**src/rtl/readout_collector_if.sv**
```systemverilog
// Host-side word link of the readout collector.
// Valid/ready handshake carrying a 36-bit word and its source block.
interface readout_collector_if #(
  parameter int IDX_W = 4
);
  logic [35:0]      out_data;
  logic [IDX_W-1:0] out_block;
  logic             out_valid;
  logic             out_ready;

  modport master (
    output out_data,
    output out_block,
    output out_valid,
    input  out_ready
  );

  modport slave (
    input  out_data,
    input  out_block,
    input  out_valid,
    output out_ready
  );
endinterface

```
**src/rtl/readout_collector.sv**
```systemverilog
// Round-robin collector for per-block serial readout FIFOs.
// Owns the shared FIFO reset and the sticky overflow flags.
module readout_collector #(
  parameter int NUM_BLOCKS = 4,
  parameter int IDX_W      = 4,
  parameter int RST_HOLD   = 8,
  parameter int RST_QUIET  = 8
) (
  input  logic                  clk,
  input  logic                  rst,
  input  logic                  flush,
  input  logic [NUM_BLOCKS-1:0] fifo_empty,
  input  logic [NUM_BLOCKS-1:0] fifo_oflow,
  input  logic [NUM_BLOCKS-1:0] fifo_bit,
  output logic [NUM_BLOCKS-1:0] fifo_req,
  output logic                  fifo_rst,
  output logic [NUM_BLOCKS-1:0] oflow_seen,
  output logic                  busy,
  readout_collector_if.master   host
);

  localparam int PTR_W =
    (NUM_BLOCKS > 1) ? $clog2(NUM_BLOCKS) : 1;
  localparam int CNT_W = 16;
  localparam logic [CNT_W-1:0] HOLD_LAST =
    CNT_W'(RST_HOLD - 1);
  localparam logic [CNT_W-1:0] QUIET_LAST =
    CNT_W'(RST_QUIET - 1);
  localparam logic [CNT_W-1:0] BIT_LAST = CNT_W'(35);
  localparam logic [PTR_W-1:0] PTR_INIT =
    PTR_W'(NUM_BLOCKS - 1);

  typedef enum logic [2:0] {
    RST_FIFO,
    QUIET,
    SCAN,
    REQ,
    SHIFT,
    DELIVER
  } state_t;

  state_t                  state, state_n;
  logic [CNT_W-1:0]        cnt, cnt_n;
  logic [PTR_W-1:0]        ptr, ptr_n;
  logic [PTR_W-1:0]        pick, idx;
  logic                    found;
  logic [35:0]             shift;
  logic [35:0]             word;
  logic                    load;
  logic                    free;
  logic                    bit_in;
  logic [NUM_BLOCKS-1:0]   req_n;

  assign bit_in = fifo_bit[ptr];
  assign free   = !host.out_valid || host.out_ready;
  assign busy   = (state != SCAN);

  // Nearest non-empty block after ptr wins; ptr itself is last.
  always_comb begin
    found = 1'b0;
    pick  = ptr;
    idx   = ptr;
    for (int k = NUM_BLOCKS; k >= 1; k--) begin
      idx = PTR_W'((int'(ptr) + k) % NUM_BLOCKS);
      if (!fifo_empty[idx]) begin
        found = 1'b1;
        pick  = idx;
      end
    end
  end

  // Next state, counters and word-load decision.
  always_comb begin
    state_n = state;
    cnt_n   = cnt;
    ptr_n   = ptr;
    load    = 1'b0;
    word    = shift;
    unique case (state)
      RST_FIFO: begin
        if (cnt == HOLD_LAST) begin
          state_n = QUIET;
          cnt_n   = '0;
        end else begin
          cnt_n = cnt + CNT_W'(1);
        end
      end
      QUIET: begin
        if (cnt == QUIET_LAST) begin
          state_n = SCAN;
          cnt_n   = '0;
        end else begin
          cnt_n = cnt + CNT_W'(1);
        end
      end
      SCAN: begin
        if (found) begin
          ptr_n   = pick;
          cnt_n   = '0;
          state_n = REQ;
        end
      end
      REQ: begin
        cnt_n   = '0;
        state_n = SHIFT;
      end
      SHIFT: begin
        cnt_n = cnt + CNT_W'(1);
        if (cnt == BIT_LAST) begin
          // Last bit goes straight to the output if it is free.
          word    = {bit_in, shift[34:0]};
          cnt_n   = '0;
          load    = free;
          state_n = free ? SCAN : DELIVER;
        end
      end
      DELIVER: begin
        if (free) begin
          load    = 1'b1;
          state_n = SCAN;
        end
      end
      default: begin
        state_n = RST_FIFO;
        cnt_n   = '0;
      end
    endcase
    if (flush) begin
      state_n = RST_FIFO;
      cnt_n   = '0;
      load    = 1'b0;
    end
    req_n = '0;
    if (state_n == REQ) begin
      req_n[ptr_n] = 1'b1;
    end
  end

  // State, counter and round-robin pointer registers.
  always_ff @(posedge clk or posedge rst) begin
    if (rst) begin
      state <= RST_FIFO;
      cnt   <= '0;
      ptr   <= PTR_INIT;
    end else begin
      state <= state_n;
      cnt   <= cnt_n;
      ptr   <= ptr_n;
    end
  end

  // Registered FIFO strobes derived from the next state.
  always_ff @(posedge clk or posedge rst) begin
    if (rst) begin
      fifo_req <= '0;
      fifo_rst <= 1'b1;
    end else begin
      fifo_req <= req_n;
      fifo_rst <= (state_n == RST_FIFO);
    end
  end

  // Deserialiser: bit k lands in shift[k].
  always_ff @(posedge clk or posedge rst) begin
    if (rst) begin
      shift <= '0;
    end else if (flush) begin
      shift <= '0;
    end else if (state == SHIFT) begin
      shift[cnt[5:0]] <= bit_in;
    end
  end

  // Host output register with same-cycle accept and reload.
  always_ff @(posedge clk or posedge rst) begin
    if (rst) begin
      host.out_data  <= '0;
      host.out_block <= '0;
      host.out_valid <= 1'b0;
    end else if (flush) begin
      host.out_valid <= 1'b0;
    end else if (load) begin
      host.out_data  <= word;
      host.out_block <= IDX_W'(ptr);
      host.out_valid <= 1'b1;
    end else if (host.out_ready) begin
      host.out_valid <= 1'b0;
    end
  end

  // Sticky overflow flags, ignored while the FIFOs are resetting.
  always_ff @(posedge clk or posedge rst) begin
    if (rst) begin
      oflow_seen <= '0;
    end else if (flush) begin
      oflow_seen <= '0;
    end else if (state != RST_FIFO && state != QUIET) begin
      oflow_seen <= oflow_seen | fifo_oflow;
    end
  end

endmodule
```
**src/flat_wrapper.sv**
```systemverilog
// flat-port wrapper written by rule: the top's interface ports become plain ports
module readout_collector_flat 
#(
  parameter int NUM_BLOCKS = 4,
  parameter int IDX_W      = 4,
  parameter int RST_HOLD   = 8,
  parameter int RST_QUIET  = 8
)
  (clk, rst, flush, fifo_empty, fifo_oflow, fifo_bit, fifo_req, fifo_rst, oflow_seen, busy, host_out_data, host_out_block, host_out_valid, host_out_ready);
  readout_collector_if #(.IDX_W(IDX_W)) host_i ();
  input  logic clk;
  input  logic rst;
  input  logic flush;
  input  logic [NUM_BLOCKS-1:0] fifo_empty;
  input  logic [NUM_BLOCKS-1:0] fifo_oflow;
  input  logic [NUM_BLOCKS-1:0] fifo_bit;
  output logic [NUM_BLOCKS-1:0] fifo_req;
  output logic fifo_rst;
  output logic [NUM_BLOCKS-1:0] oflow_seen;
  output logic busy;
  output wire logic [$bits(host_i.out_data)-1:0] host_out_data;
  output wire logic [$bits(host_i.out_block)-1:0] host_out_block;
  output wire logic [$bits(host_i.out_valid)-1:0] host_out_valid;
  input wire logic [$bits(host_i.out_ready)-1:0] host_out_ready;
  assign host_out_data = host_i.out_data;
  assign host_out_block = host_i.out_block;
  assign host_out_valid = host_i.out_valid;
  assign host_i.out_ready = host_out_ready;
  readout_collector #(.NUM_BLOCKS(NUM_BLOCKS), .IDX_W(IDX_W), .RST_HOLD(RST_HOLD), .RST_QUIET(RST_QUIET)) u_core (.clk(clk), .rst(rst), .flush(flush), .fifo_empty(fifo_empty), .fifo_oflow(fifo_oflow), .fifo_bit(fifo_bit), .fifo_req(fifo_req), .fifo_rst(fifo_rst), .oflow_seen(oflow_seen), .busy(busy), .host(host_i));
endmodule
```
**config.mk**
```make
export PLATFORM = sky130hd
export DESIGN_NAME = readout_collector_flat
export DESIGN_NICKNAME = d
export VERILOG_FILES = /design/src/rtl/readout_collector_if.sv /design/src/rtl/readout_collector.sv /design/src/flat_wrapper.sv
export SDC_FILE = /design/constraint.sdc
export NUM_CORES = 1
export LEC_CHECK = 0
export CORE_UTILIZATION = 55
export DETAILED_ROUTE_END_ITERATION = 10
export PLACE_DENSITY = 0.91
export SLEW_MARGIN = 20
export SYNTH_ARGS = -nofsm -noshare
export SYNTH_HDL_FRONTEND = slang
export SYNTH_SLANG_ARGS = --single-unit
```
**constraint.sdc**
```tcl
create_clock -name clk -period 4.7 [get_ports clk]
set_clock_uncertainty 0.05 [all_clocks]
set_input_delay 1.41 -clock clk [delete_from_list [all_inputs] [get_ports clk]]
set_output_delay 1.41 -clock clk [all_outputs]
set_load 0.03 [all_outputs]
```
Word level (Yosys, flattened, before mapping):

Index checks and enable logic that the tools add are counted.
W data, S select, Z words.

* flip-flop bits (word level): 105
* input bits: 16
* output and inout bits: 51
* word-level logic and storage cells: 104

* add/subtract/negate cells: 5
* magnitude comparators: 9
* eq/ne operators: 12
* mux-type cells: 52
* bitwise operators: 2
* reductions and logical operators: 14

Operators with widths (number)
* $mux W36: 4
* $mux W16: 4
* $pmux W16 S4: 1
* $bwmux W36: 1
* $mux W3: 7
* $lt A2 B3 Y1 const B: 6
* $pmux W3 S6: 1
* $mux W1: 17
* $add A16 B1 Y16 const B: 1
* $eq A16 B3 Y1 const B: 1
* $eq A16 B6 Y1 const B: 1
* $mux W2: 6
* $mux W4: 3
* $bmux W1 S2: 5
* $eq A3 B2 Y1 const B: 3
* $lt A6 B7 Y1 const B: 1
* $demux W1 S6: 1
* $eq A3 B3 Y1 const B: 2
* $ge A6 B1 Y1 const B: 1
* $logic_not A3 Y1: 2
* $ne A3 B2 Y1 const B: 2
* $reduce_bool A3 Y1: 2
* $add A2 B1 Y2 const B: 2
* $add A2 B2 Y2 const B: 2
* other kinds (14): 18

Logic depth before layout (Yosys ltp):

* depth in word-level cells: 14
* mapped depth: 8
* depth with buffers taken out: 7

Worst setup path before layout:

OpenSTA, ideal clock, no wires.

* path type: input port to flip-flop
* start point: in flush
* end point: reg u_core.host.out_block[1]
* library setup time: 127 ps
* arrival time: 2532 ps
* data required time: 4523 ps
* setup slack: 1990 ps
* stages: 5
* buffers on the path: 3
* cells stage by stage: clkbuf_1 > nor4_4 > buf_6 > buf_8 > mux2_1

* longest elaborated chain between the ends: 2
* elaborated cells between the ends (all ways): 3
* classes of those cells: mux: 1; bitwise: 1; reduce/logical: 1

RTL lines
* start: declaration: line flat_wrapper.sv:13 `input logic flush;`
* $mux W1 / $not A1 Y1 (equally long branches)
* $reduce_and A2 Y1 (no line) (*)
* end signal: assignment: line readout_collector.sv:184 `host.out_block <= IDX_W'(ptr);`
* end: declaration: line readout_collector_if.sv:13 `output out_block,`

Mark *: on every way between the ends. The rest lies on a longest branch, timed or not.
A chain may end at the register's enable or synchronous reset.

Worst setup path in the final report:

* start point: reg u_core.state[2]
* end point: out busy

* longest elaborated chain between the ends: 1

RTL lines
* start: declaration: line readout_collector.sv:42 `state_t state, state_n;`
* start signal: assignment: line readout_collector.sv:146 `state <= state_n;`
* $ne A3 B2 Y1: line readout_collector.sv:56 `assign busy = (state != SCAN);`
* end: declaration: line flat_wrapper.sv:20 `output logic busy;`

Every way passes these cells.

==> flow_metrics.py <==
metrics = {
    "min_path": {
        "hold_path_class": "flip-flop to flip-flop",
        "whs_path_depth": 1,
        "hold_path.startpoint": "u_core.host.out_data[5]",
        "min_to": "u_core.host.out_data[5]",
    },
    "synthesis": {
        "yosysMostFrequentCell": "dfrtp_1",
        "seq_area_frac_synth": 0.526,
        "synthesis.area_um2": 5000,
        "synth.distinct_cells": 61,
        "synth_edf_count": 0,
        "netlist_top_cells_count": "dfrtp_1 (102), nand2_1 (65), nor2_1 (39)",
        "synth_top_area_frac": 0.510,
        "synth.area.top_cells": "dfrtp_1 (51%), mux2_2 (6.8%), nand2_1 (4.9%)",
        "ys_ff_latch": 105,
        "yosys_warnings": 0,
        "synth_ff_type": "dfrtp_1",
        "avgSynthCellArea_um2": 10.6,
        "synthCells": 474,
        "yosys.area.top_type": "dfrtp_1",
        "ys_async_sr_fraction": 1.00,
    },
    "sta": {
        "setup_viol": 0,
        "timing.final.ws_setup_ns": 1.18,
        "min_period_over_period": 0.749,
        "setup_tns_ns": 0,
        "rsz0062_at_grt": "no",
        "fmax_mhz": 284,
        "fin_crit_ns": 3.52,
        "drv_slew": 0,
        "worstMarginPinSlew_ns": 1.03,
        "hold_viol_final": 0,
        "slew_headroom": 0.313,
    },
    "clock_tree": {
        "clock_sinks": 105,
        "numCtsBuffers": 9,
        "path_clk_slew_ns": 0.10,
        "ctsHoldBuffers": 0,
        "cts_tree": "built",
        "cts-resized-gates": 0,
        "htree_num_levels": 3,
        "cts_root_buffer": "clkbuf_8",
        "clk_latency_ns": 0.37,
        "postCtsSetupRepairBufs": 0,
        "cts_buffer_depth": 2,
    },
    "die": {
        "die_h_um": 97.4,
        "die_w_um": 97.4,
        "io_pins": 67,
        "rows": 34,
        "dieArea_um2": 9480,
        "core_um2": 8760,
        "initial_core_util": 0.571,
    },
    "critical_path": {
        "critPathSlowestCell": "clkdlybuf4s50_1",
        "crit_path_start_kind": "flip-flop",
        "arrival_ns": 2.06,
        "cp-end-kind": "output port",
        "rrSetupSlack_ns": 1.90,
        "cp_cell_sequence": "or3b_1, clkdlybuf4s50_1",
        "reg2regPathDepth": 6,
        "cpPeakStageDelay_ns": 0.64,
        "timing.rr.start": "u_core.cnt[1]",
        "critPathMaxFanout": 10,
        "worstReg2RegEnd": "u_core.cnt[5]",
        "path_class": "flip-flop to output port",
        "required_ns": 3.24,
        "worst-path-buf-inv": 1,
        "cpLargestDelayFamily": "buffers and inverters",
    },
    "global_routing": {
        "antenna_found_initial": 0,
        "grt_pass1_vias": 3935,
        "grt_pass1_wl_mm": 18.6,
        "grt_start_max_net_pins": 61,
        "overflow": 0,
        "grt_usage": 0.243,
    },
    "flow_run": {
        "max_cap_viol_count": 0,
    },
    "placement": {
        "dp_hpwl_mm": 7.31,
        "preCtsSetupSlack_ns": 1.11,
        "port_buffers": 64,
        "gp_congestion": 0.821,
    },
    "power": {
        "powerDensity_nw_per_um2": 277,
        "pwr-share-clk": 0.323,
        "p_sw_mw": 0.440,
        "seqPwrFrac": 0.586,
        "p_sw_frac": 0.273,
        "leakage_nw": 2.54,
        "vdd_drop_max_uv": 123,
        "internal-power_mw": 1.17,
        "comb_power_share": 0.091,
    },
    "final_layout": {
        "fill_cells": 633,
        "nets": 536,
        "drive_gt1_frac": 0.145,
        "diodes": 0,
        "syn2layout_area_growth_pct": 16.5,
    },
    "route": {
        "ant_nets": 0,
        "viasPerCell": 6.14,
        "wl_mm": 11.0,
        "dr_total_vias": 3874,
        "drcViolationCount": 0,
        "wire_per_inst_um": 17.5,
        "drt-initial-drc-count": 281,
        "first_pass_iters": 7,
    },
    "run_status": {
        "status": "completed",
    },
}
sequential cells by signal (all words and copies together) (netlist names):
signal                 flops
u_core.shift              36
u_core.fifo_rst            1
u_core.oflow_seen          4
u_core.ptr                 2
u_core.host.out_valid      1
u_core.host.out_block      2
u_core.host.out_data      36
u_core.fifo_req            4
u_core.cnt                16
u_core.state               3
worst max path at each step:
stage,from,to,slack [ns],depth (start not counted)
finish,u_core.state[2],busy,1.18,2
global route,u_core.state[1],busy,1.11,2
CTS,u_core.state[2],busy,1.19,2
detailed placement,flush,u_core.cnt[11],1.11,5
global placement,flush,u_core.cnt[11],1.20,5
floorplan,rst,u_core.cnt[0],0.48,1
cells in the final DEF (no fill, tap or decap), drive strengths merged, types with 2 or more instances in the layout:
cell / synthesis / routed
o21bai: 2 / 2
o311a: 2 / 2
dfrtp: 102 / 102
nor3: 15 / 15
nor4b: 4 / 4
clkdlybuf4s50: 0 / 63
or2: 5 / 5
a22o: 10 / 10
mux2i: 18 / 18
nand2: 65 / 65
nor2b: 6 / 6
a221o: 3 / 3
nand3: 24 / 24
a21oi: 30 / 30
nor4: 5 / 5
nand4: 5 / 5
conb: 1 / 2
dfstp: 3 / 3
a31oi: 3 / 3
inv: 5 / 8
clkbuf: 18 / 9
and4: 3 / 3
nor3b: 4 / 4
clkinvlp: 0 / 2
nand2b: 5 / 5
nand3b: 2 / 2
o21ai: 9 / 9
a31o: 5 / 5
buf: 17 / 5
nor2: 42 / 42
and3: 3 / 3
mux2: 38 / 38
area by class of cell:
class	count	area, um^2	area share
clock buffers	9	124	0.0213
clock inverters	6	52.6	0.00902
inverters	5	21.3	0.00365
multi-input cells	330	2190	0.375
flip-flops and latches	105	2630	0.451
well taps	108	135	0.0232
repair buffers	68	678	0.116
per-stage QoR:
step | cell area (um^2) | util | total power, mW | hold slack, ns | cells
floorplan | 5010 | - | 1.06 | 0.414 | 475
global placement | 5650 | 0.644 | 1.10 | 0.416 | 616
detailed placement | 5650 | 0.644 | 1.11 | 0.427 | 616
CTS | 5820 | 0.664 | 1.62 | 0.451 | 631
global route | 5830 | 0.665 | 1.67 | 0.472 | 631
finish | 5830 | 0.665 | 1.61 | 0.443 | 631
routing by layer:
| layer | wire (um) | track usage | vias up |
|---|---|---|---|
| met5 | 0 | 0 | - |
| met4 | 191 | 0.0894 | 0 |
| met3 | 581 | 0.0417 | 20 |
| met2 | 5590 | 0.410 | 137 |
| met1 | 4660 | 0.318 | 1947 |
| li1 | - | - | 1770 |
cell families after synthesis:
| family | share of synthesized area |
|---|---|
| simple gates | 0.200 |
| flops | 0.526 |
| compound gates | 0.106 |
| mux | 0.126 |
| buf+inv | 0.0392 |
| fa+ha+maj | 0.00250 |
| other cells | 0.000749 |
power groups by stage:
stage / Clock [mW] / Sequential [mW] / Combinational [mW]
floorplan: 0 / 0.955 / 0.107
global placement: 0 / 0.960 / 0.140
detailed placement: 0 / 0.961 / 0.146
CTS: 0.529 / 0.944 / 0.146
global route: 0.561 / 0.947 / 0.160
finish: 0.521 / 0.945 / 0.146
Note: power is estimated with default switching activity, not from simulation.
==> RTL change 1 (same flow settings) <==
Compare `cnt` against `BIT_LAST` with >= in place of ==.
--- a/src/rtl/readout_collector.sv
+++ b/src/rtl/readout_collector.sv
@@ -106,7 +106,7 @@
       end
       SHIFT: begin
         cnt_n = cnt + CNT_W'(1);
-        if (cnt == BIT_LAST) begin
+        if (cnt >= BIT_LAST) begin
           // Last bit goes straight to the output if it is free.
           word    = {bit_in, shift[34:0]};
           cnt_n   = '0;
Behaviour: same outputs for any inputs over 10 cycles, from zero or initial values and one cycle with rst high; that may be too few to reach the edited logic, so the function may still have changed.
==> RTL change 1 against the unedited design <==
The run now ends with design-rule violations left. Sequential share of layout area fell by 0.60 points. Sequential cell count did not move. Critical path depth increased by 1. Synthesized cell count rose by 5.3%. Setup slack got worse by 180 ps. Routed wire length is essentially flat. Area after synthesis is 1.1% higher. Utilization grew 0.57 points. Design area increased by 1.4%. Total power shrank 1.9%. Critical path type unchanged. Largest cell class unchanged.
==> RTL change 1: results (changes against the unedited design) <==
sh_seq_area_pct: 44.5  # -0.60 points
place_area_mm2: 0.00568  # +0.60%
grt.total_usage_pct: 24.4  # +0.075 points
wirelength_um: 11000  # about the same
grt_max_degree: 80  # +31%
synth.distinct_cells: 64  # +4.9%
p_switching_uw: 426  # -3.1%
crit_path_start: "u_core.state[0]"
final-nonclk-buf-share_pct: 12.1  # +0.44 points
areaGrowthSynthToFinish_pct: 16.7
clk_share_pct: 3.18  # +0.15 points
drive_gt1_share_pct: 13.5  # -1.1 points
synth_compound_area_share_pct: 8.63  # -2.0 points
tightestPinTransition_ps: 1020  # -10.1 ps
failed_checks: "design-rule violations"
hold_start: "u_core.host.out_data[35]"
route.detailed.drc: 8  # +8
multi_input_gates: 349  # +5.8%
place_congestion: 0.855  # +4.1%
reg2reg_from: "u_core.cnt[0]"
worstPathMaxFanout: 11  # +1
status: "complete, but fails checks"
yosysTopAreaCellShare_pct: 50.4  # -0.55 points
multi_input_area_share_pct: 37.4  # -0.14 points
grt_pass1_vias: 3883  # -1.3%
synth_commonest_cells: "dfrtp_1, nand2_1, nor2_1"
[RTL change 1: cell count changes after synthesis, moves of 5 or more]
cell     unedited run  this run
mux2_2             30        37
nand2_1            65        75
nand3_1            24        32
o21ai_0             8        14
mux2_1              8         0
a22o_1             10         2
a21oi_1            30        36
buf_2               9         3
a31o_2              5         0
[RTL change 1: per-layer routing]
metal | track usage, % | vias up | share of wire, %
li1 | - | 1833 | -
met1 | 32.9 | 1945 | 43
met2 | 39.4 | 151 | 50
met3 | 4.44 | 21 | 5.7
met4 | 9.79 | 0 | 1.9
met5 | 0 | - | 0
[RTL change 1: final timing paths]
kind                                       endpoint  slack [ps]  cells past startpoint
hold reg to reg            u_core.host.out_data[35]         460                      2
hold / removal             u_core.host.out_data[35]         460                      2
setup reg to reg           u_core.host.out_data[12]        1670                      6
min in group asynchronous  u_core.host.out_data[32]        1540                      2
setup / recovery                               busy        1000                      3
max in group asynchronous           u_core.fifo_rst        2250                      3
==> RTL change 2 (same flow settings) <==
Made on the original files. `NUM_BLOCKS` is set to 4 in 2 places; all go to 8.
--- a/src/rtl/readout_collector.sv
+++ b/src/rtl/readout_collector.sv
@@ -1,7 +1,7 @@
 // Round-robin collector for per-block serial readout FIFOs.
 // Owns the shared FIFO reset and the sticky overflow flags.
 module readout_collector #(
-  parameter int NUM_BLOCKS = 4,
+  parameter int NUM_BLOCKS = 8,
   parameter int IDX_W      = 4,
   parameter int RST_HOLD   = 8,
   parameter int RST_QUIET  = 8
--- a/src/flat_wrapper.sv
+++ b/src/flat_wrapper.sv
@@ -1,7 +1,7 @@
 // flat-port wrapper written by rule: the top's interface ports become plain ports
 module readout_collector_flat 
 #(
-  parameter int NUM_BLOCKS = 4,
+  parameter int NUM_BLOCKS = 8,
   parameter int IDX_W      = 4,
   parameter int RST_HOLD   = 8,
   parameter int RST_QUIET  = 8
Interface: changed (5 resized); port bits go from 67 to 87. No check against the original RTL was run, so the function may have changed too.
==> RTL change 2 against the unedited design <==
Setup slack got worse by 240 ps. Combinational power increased by 64%. Routed wire length increased by 41%. Non-clock buffer count increased by 29. Area after synthesis increased by 20%. Sequential cell count increased by 10. Fmax decreased by 6.4%. Design area increased by 30%. Total power increased by 56%. Critical endpoint is now u_core.fifo_req[6]. Largest cell class is now multi-input gates. Largest power group is now clock. Highest routed layer unchanged.
==> RTL change 2: results (changes against the unedited design) <==
min_path_cells: 2  # +1
seq_power_uw: 1000  # +6%
clkTransAtPathRegs_ps: 50  # -50 ps
portBuffers: 85  # +33%
rr_endpoint: "u_core.cnt[15]"
wl_met3_um: 996  # +71%
cts_setup_buffers: 0  # unchanged
drtIter0Drc: 434  # +54%
clkLatencyLatePin_ps: 510  # +140 ps
synth_commonest_cells: "dfrtp_1, nand2_1, nor2_1"
grt_pass1_wl_um: 25800  # +39%
grt_pass1_vias: 5162  # +31%
wl_met2_um: 7960  # +42%
wirelength_um: 15500  # +41%
cts_max_level: 4  # +1
clk_path_buf_depth: 2  # unchanged
synth.distinct_cells: 67  # +9.8%
vias: 5219  # +35%
use_met1_pct: 37.5  # +5.7 points
crit_family: "multiplexers"
reg2reg_depth: 9  # +3
slowest_stage: "mux4_1"
synth_async_sr_flop_share_pct: 100  # unchanged
endpoint: "u_core.fifo_req[6]"
grt_max_degree: 60  # -1.6%
crit_path_start: "fifo_empty[3]"
syn_nets: 658
status: "finished, final reports clean"
grtUsageMet3_pct: 6.25  # +2.1 points
drive_gt1_share_pct: 12.6  # -1.9 points
wl_met1_um: 6210  # +33%
peakVddDrop_mv: 0.273  # +120%
p_leak_uw: 0.00326  # +28%
final_nets: 734  # +37%
holdPathEnd: "u_core.oflow_seen[1]"
place_congestion: 0.916  # +12%
cts_buffers: 17  # +8
share_comb_of_total_power_pct: 9.5  # +0.4 points
grt.total_usage_pct: 29.4  # +5.0 points
regToRegSetupSlack_ps: 1450  # -450 ps
hpwl_um: 10300  # +41%
critPathArrivalTime_ps: 4110  # +2050 ps
nFillCells: 701  # +11%
tightestPinTransition_ps: 1200  # +167 ps
synthTopCellsByArea: "dfrtp_1, nand2_1, a21oi_1"
p_switching_uw: 625  # +42%
worstPathMaxFanout: 9  # -1
cts_root_buf: "clkbuf_8"
first_pass_iters: 5  # -2
hold_start: "u_core.oflow_seen[1]"
yosysSeqAreaShare_pct: 48.0  # -4.6 points
cpPeakStageDelay_ps: 690  # +50 ps
reg2reg_from: "u_core.ptr[0]"
gr-usage-met2_pct: 49.3  # +8.3 points
[RTL change 2: cell count changes in the layout (fill, tap and decap cells not counted), sizes merged, moves of 9 or more]
| cell | before | now |
|---|---|---|
| clkdlybuf4s50 | 63 | 84 |
| dfrtp | 102 | 111 |
| nand3 | 24 | 15 |
| a21oi | 30 | 58 |
| o21ai | 9 | 25 |
| nor2 | 42 | 71 |
| nand2 | 65 | 78 |
| nor3 | 15 | 47 |
[RTL change 2: cells by family after synthesis]
| group | count (synthesis) | share of synthesized area [%] |
|---|---|---|
| AOI/OAI and AO/OA | 125 | 12.8 |
| xor gates and xnor gates | 8 | 1.17 |
| adders and majority gates | 3 | 0.625 |
| buffers and inverters | 52 | 3.56 |
| DFF | 115 | 48.0 |
| muxes | 63 | 13.4 |
| other | 1 | 0.0624 |
| and+or+nand+nor | 260 | 20.4 |
[RTL change 2: worst reg2reg max path: cells and delay by family, from the launching register on]
kind,cells,cell delay (ps)
adder cells (fa/ha/maj),1,430
buffers and inverters,1,90
XOR/XNOR,1,200
flip-flops,1,530
multiplexers,1,430
AO/OA/AOI/OAI,1,560
AND/OR/NAND/NOR,4,850
[RTL change 2: final cells by class]
type                    count  area, um2  area share (%)
well taps                 136        170            2.25
clock inverters            14        180            2.39
inverters                  12       47.5           0.630
repair buffers             97        936            12.4
flip-flops and latches    115       2880            38.2
multi-input cells         460       2920            38.7
clock buffers              17        414            5.49
[RTL change 2: through the flow]
step / cells / hold slack (ps) / total power [uW] / setup slack (ps) / instance area [um2]
after global placement: 820 / 416 / 1250 / 575 / 6950
final: 851 / 440 / 2520 / 938 / 7550
after CTS: 851 / 444 / 2530 / 963 / 7540
after floorplan: 627 / 401 / 1190 / 203 / 6010
after detailed placement: 820 / 431 / 1260 / 430 / 6950
after global routing: 851 / 454 / 2600 / 722 / 7550
